**src/rtl/mem_arbiter_pkg.sv**
```systemverilog
// Shared types and constants for the two-port memory arbiter.
package mem_arbiter_pkg;

  typedef enum logic [1:0] {
    ST_IDLE = 2'd0,
    ST_BUSY = 2'd1,
    ST_RESP = 2'd2
  } state_e;

  localparam logic OWN_IF = 1'b0;
  localparam logic OWN_LS = 1'b1;

  localparam int unsigned TIMEOUT_DEFAULT = 255;

  typedef struct packed {
    logic        we;
    logic [3:0]  be;
    logic [31:0] addr;
    logic [31:0] wdata;
  } mem_cmd_t;

endpackage

```
**src/rtl/mem_arbiter_rr_pick2.sv**
```systemverilog
// Two-way round-robin picker: grant[0] = fetch, grant[1] = load/store.
module rr_pick2
  import mem_arbiter_pkg::*;
(
  input  logic [1:0] req,
  input  logic       last,
  output logic [1:0] grant
);

  always_comb begin
    grant = 2'b00;
    case (req)
      2'b01:   grant = 2'b01;
      2'b10:   grant = 2'b10;
      // Contention goes to whichever port did not win last time.
      2'b11:   grant = (last == OWN_IF) ? 2'b10 : 2'b01;
      default: grant = 2'b00;
    endcase
  end

endmodule

```
**src/rtl/mem_arbiter.sv**
```systemverilog
// Arbitrates fetch and load/store ports onto one single-outstanding memory
// port, with an ack timeout that turns into an error response.
module mem_arbiter
  import mem_arbiter_pkg::*;
#(
  parameter int unsigned TIMEOUT = TIMEOUT_DEFAULT
) (
  input  logic        clk_i,
  input  logic        rst_ni,
  input  logic        if_req_i,
  input  logic [31:0] if_addr_i,
  output logic        if_gnt_o,
  output logic        if_rvalid_o,
  input  logic        ls_req_i,
  input  logic        ls_we_i,
  input  logic [3:0]  ls_be_i,
  input  logic [31:0] ls_addr_i,
  input  logic [31:0] ls_wdata_i,
  output logic        ls_gnt_o,
  output logic        ls_rvalid_o,
  output logic [31:0] rdata_o,
  output logic        err_o,
  output logic        mem_req_o,
  output logic        mem_we_o,
  output logic [3:0]  mem_be_o,
  output logic [31:0] mem_addr_o,
  output logic [31:0] mem_wdata_o,
  input  logic        mem_ack_i,
  input  logic [31:0] mem_rdata_i
);

  localparam logic [7:0] CNT_LAST = 8'(TIMEOUT - 1);

  state_e      state_reg, state_next;
  mem_cmd_t    cmd_reg, cmd_next;
  logic        owner_reg, owner_next;
  logic        last_reg, last_next;
  logic [7:0]  cnt_reg, cnt_next;
  logic [31:0] rdata_reg, rdata_next;
  logic        err_reg, err_next;
  logic [1:0]  grant;
  logic        busy, resp;

  rr_pick2 u_pick (
    .req   ({ls_req_i, if_req_i}),
    .last  (last_reg),
    .grant (grant)
  );

  always_ff @(posedge clk_i or negedge rst_ni) begin
    if (!rst_ni) begin
      state_reg <= ST_IDLE;
      cmd_reg   <= '0;
      owner_reg <= OWN_IF;
      last_reg  <= OWN_IF;
      cnt_reg   <= '0;
      rdata_reg <= '0;
      err_reg   <= 1'b0;
    end else begin
      state_reg <= state_next;
      cmd_reg   <= cmd_next;
      owner_reg <= owner_next;
      last_reg  <= last_next;
      cnt_reg   <= cnt_next;
      rdata_reg <= rdata_next;
      err_reg   <= err_next;
    end
  end

  always_comb begin
    state_next = state_reg;
    cmd_next   = cmd_reg;
    owner_next = owner_reg;
    last_next  = last_reg;
    cnt_next   = cnt_reg;
    rdata_next = rdata_reg;
    err_next   = err_reg;
    if_gnt_o   = 1'b0;
    ls_gnt_o   = 1'b0;
    case (state_reg)
      ST_IDLE: begin
        if (|grant) begin
          if_gnt_o   = grant[0];
          ls_gnt_o   = grant[1];
          owner_next = grant[1] ? OWN_LS : OWN_IF;
          last_next  = owner_next;
          cmd_next   = grant[1] ? {ls_we_i, ls_be_i, ls_addr_i, ls_wdata_i}
                                : {1'b0, 4'hF, if_addr_i, 32'h0};
          cnt_next   = '0;
          state_next = ST_BUSY;
        end
      end
      ST_BUSY: begin
        // An ack on the final allowed cycle still counts as a normal response.
        if (mem_ack_i) begin
          rdata_next = mem_rdata_i;
          err_next   = 1'b0;
          state_next = ST_RESP;
        end else if (cnt_reg == CNT_LAST) begin
          rdata_next = '0;
          err_next   = 1'b1;
          state_next = ST_RESP;
        end else begin
          cnt_next = cnt_reg + 8'd1;
        end
      end
      ST_RESP: state_next = ST_IDLE;
      default: state_next = ST_IDLE;
    endcase
  end

  assign busy = (state_reg == ST_BUSY);
  assign resp = (state_reg == ST_RESP);

  // Memory-side fields read as zero outside BUSY so nothing leaks after reset.
  assign mem_req_o   = busy;
  assign mem_we_o    = busy & cmd_reg.we;
  assign mem_be_o    = busy ? cmd_reg.be    : 4'h0;
  assign mem_addr_o  = busy ? cmd_reg.addr  : 32'h0;
  assign mem_wdata_o = busy ? cmd_reg.wdata : 32'h0;

  assign if_rvalid_o = resp & (owner_reg == OWN_IF);
  assign ls_rvalid_o = resp & (owner_reg == OWN_LS);
  assign rdata_o     = resp ? rdata_reg : 32'h0;
  assign err_o       = resp & err_reg;

endmodule

```
**config.mk**
```make
export PLATFORM = sky130hd
export DESIGN_NAME = mem_arbiter
export DESIGN_NICKNAME = d
export VERILOG_FILES = /design/src/rtl/mem_arbiter_pkg.sv /design/src/rtl/mem_arbiter_rr_pick2.sv /design/src/rtl/mem_arbiter.sv
export SDC_FILE = /design/constraint.sdc
export NUM_CORES = 1
export LEC_CHECK = 0
export CORE_MARGIN = 8
export CORE_UTILIZATION = 39
export DETAILED_ROUTE_END_ITERATION = 8
export PLACE_DENSITY = 0.78
export REMOVE_ABC_BUFFERS = 1
export SYNTH_ARGS = -nofsm -noshare
export SYNTH_HDL_FRONTEND = slang
export SYNTH_SLANG_ARGS = --single-unit
```
**constraint.sdc**
```tcl
create_clock -name clk_i -period 1.5 [get_ports clk_i]
set_clock_uncertainty 0.1 [all_clocks]
set_input_delay 0.3 -clock clk_i [delete_from_list [all_inputs] [get_ports clk_i]]
set_output_delay 0.3 -clock clk_i [all_outputs]
set_load 0.01 [all_outputs]
```
==> out/qor.yml <==
worstMarginPinSlew_ns: 0.470
initial_utilization_pct: 39.5
p_per_area_nw_per_um2: 1980
grt_pass1_wl_mm: 30.5
highest_layer: "met4"
wl_per_cell_um: 22.4
routed-via-count: 5765
drt-met1-wl_mm: 8.80
relSlewSlack_pct: 68.6
cp_max_fo: 7
criticalPathCategory: "reg -> out"
start_kind: "flip-flop"
worstPathRequired_ns: 1.10
die_h_um: 137
netlist_area_sq_um: 5700
rsz0062_at_grt: "yes"
place_inst: 970
slew_violations: 0
fillers: 959
arrival_ns: 1.61
die_width_um: 137
hold_violations: 0
die_area_sq_um: 18700
ys_ff_latch: 113
htreeDepth: 4
wl_met2_mm: 11.7
drc: 0
overflow: 0
setup.worst_path.end_class: "output port"
setup_viol: 216
cts_tree: "built"
placed_cell_area_sq_um: 8530
largest_reg_flops: 69
numCtsBuffers: 17
grt_max_degree: 46
grtUsageTotal_pct: 21.0
synthCells: 556
cts.sinks: 113
n_antenna_cell: 0
final.setup.worst_slack_ns: -0.513
io-pin-count: 245
min_path_type: "in -> async"
ys_seq_area_share_pct: 49.6
drive_gt1_share_pct: 42.4
synthFlopType: "dfrtp_1"
core_area_sq_um: 14400
p_leak_nw: 4.63
drtAntennaViolNets: 0
drv_cap: 0
cts.path.max_buffers: 2
drt_iter0_drc: 310
rows: 44
hpwlAfterDp_mm: 13.2
clock_latency_ns: 0.41
max_freq_mhz: 497
min_period_over_period_pct: 134
synth_edf_count: 0
viasPerCell: 5.54
drt_wl_total_mm: 23.3
ys_types: 39
syn_to_final_growth_pct: 81.6
clkTransAtPathRegs_ns: 0.06
status: "finished, violations left"
totalPowerFinal_mw: 20.5
drtPass1Iterations: 5
final_cells: 1040
nets: 983
place.gp.congestion: 0.836
final_cell_area_sq_um: 10300
peakVddDrop_v: 0.00110
met3_length_mm: 2.11
post-route-util_pct: 71.7
period_needed_ns: 2.01
syn_area_per_cell_sq_um: 10.2
failed_checks: "negative setup slack"
cts_root_buf: "clkbuf_16"
holdWs_ns: 0.205
grt_pass1_vias: 5743
portBuffers: 244
synth_warnings: 0
async_reset_ff_share_pct: 100
antenna_found_initial: 0
report_power, final:
| group | switching (mW) | total [mW] | internal [mW] |
|---|---|---|---|
| clock | 1.40 | 4.08 | 2.68 |
| sequential | 1.10 | 5.54 | 4.44 |
| combinational | 4.77 | 10.9 | 6.14 |
| total | 7.27 | 20.5 | 13.3 |
worst max-delay path, stage by stage, from the launching register on:
cell	delay, ns
dfrtp_2	0.45
nor2b_4	0.16
buf_6	0.15
buf_16	0.12
buf_6	0.10
and2_4	0.14
buf_6	0.09
repair_timing:
item                                    in CTS  in global routing
endpoints found under the hold margin      113                  0
pin swaps                                   17                 41
endpoints found under the setup margin     217                219
cloned                                       8                 17
setup buffers                               13                  4
hold buffers                                 1                  0
resized for setup                          534                271
cells by family after synthesis:
group	count (synthesis)	synth area share (%)
AOI/OAI and AO/OA	183	20.4
and+or+nand+nor	168	18.6
DFF	113	49.6
buffers and inverters	53	4.44
muxes	37	6.50
adders and majority gates	2	0.439
cell usage in the layout (no fill, tap or decap), types with 4 or more instances in the layout:
master / netlist / routed
clkdlybuf4s50_1: 0 / 136
buf_4: 7 / 28
a22oi_1: 33 / 12
and2_1: 103 / 20
buf_2: 14 / 23
o21ai_0: 102 / 9
and2_4: 0 / 83
a22o_1: 33 / 33
buf_12: 0 / 11
buf_16: 0 / 6
buf_6: 1 / 93
nand2b_1: 34 / 33
a22oi_2: 0 / 21
dfrtp_1: 113 / 111
buf_8: 0 / 5
o22a_1: 4 / 4
o21ai_2: 0 / 24
clkbuf_16: 0 / 29
clkinv_2: 0 / 6
o21ai_1: 2 / 68
mux2i_1: 37 / 37
metal layers:
metal,vias up,GRT usage (%)
met4,0,8.57
met3,43,6.57
met1,2848,24.4
li1,2554,-
met2,320,35.3
met5,-,0
synth_stat cells, types with 2 or more instances:
cell type	number	area [sq um]
clkbuf_2	2	10.0
nand4_1	3	18.8
nand3_1	2	10.0
nor3_1	4	20.0
buf_4	7	52.6
o21a_1	2	15.0
nor2b_1	3	18.8
a22oi_1	33	248
clkbuf_1	24	90.1
o21ai_0	102	510
ha_1	2	25.0
nor2_1	4	15.0
inv_2	2	7.51
o22a_1	4	35.0
o21ai_1	2	10.0
and3_1	3	18.8
dfrtp_1	113	2830
a22o_1	33	289
nand2b_1	34	213
inv_1	3	11.3
nand2_1	3	11.3
o211ai_1	3	22.5
buf_2	14	70.1
mux2i_1	37	370
and2_1	103	644
worst paths after layout:
path                                          start                         to  slack, ns  cells past startpoint
max                        state_reg[0]$_DFFE_PN0P_                 rdata_o[7]      -0.51                      6
min in group clk_i          cmd_reg[44]$_DFFE_PN0P_    cmd_reg[44]$_DFFE_PN0P_       0.39                      2
max in group asynchronous                    rst_ni  rdata_reg[13]$_DFFE_PN0P_       0.55                      3
max reg2reg                state_reg[0]$_DFFE_PN0P_  rdata_reg[30]$_DFFE_PN0P_      -0.25                      6
min reg2reg                 cmd_reg[44]$_DFFE_PN0P_    cmd_reg[44]$_DFFE_PN0P_       0.39                      2
min                                          rst_ni   rdata_reg[6]$_DFFE_PN0P_       0.21                      2
area by class of cell:
cell class                 instances  area [sq um]  area share, %
clock inverter                    11           136           1.32
multi-input combinational        390          3160           30.5
timing repair buffer             316          3510           33.9
clock buffer                      21           460           4.45
tap                              184           230           2.22
inverter                           5          26.3          0.254
sequential                       113          2830           27.3
stage by stage:
| step | TNS [ns] | setup slack (ns) |
|---|---|---|
| finish | -64.81 | -0.513 |
| global route | -75.91 | -0.564 |
| CTS | -64.81 | -0.571 |
| detailed placement | -90.53 | -0.747 |
| global placement | -86.74 | -0.730 |
| floorplan | -235.56 | -2.23 |
Note: power is estimated with default switching activity, not from simulation.
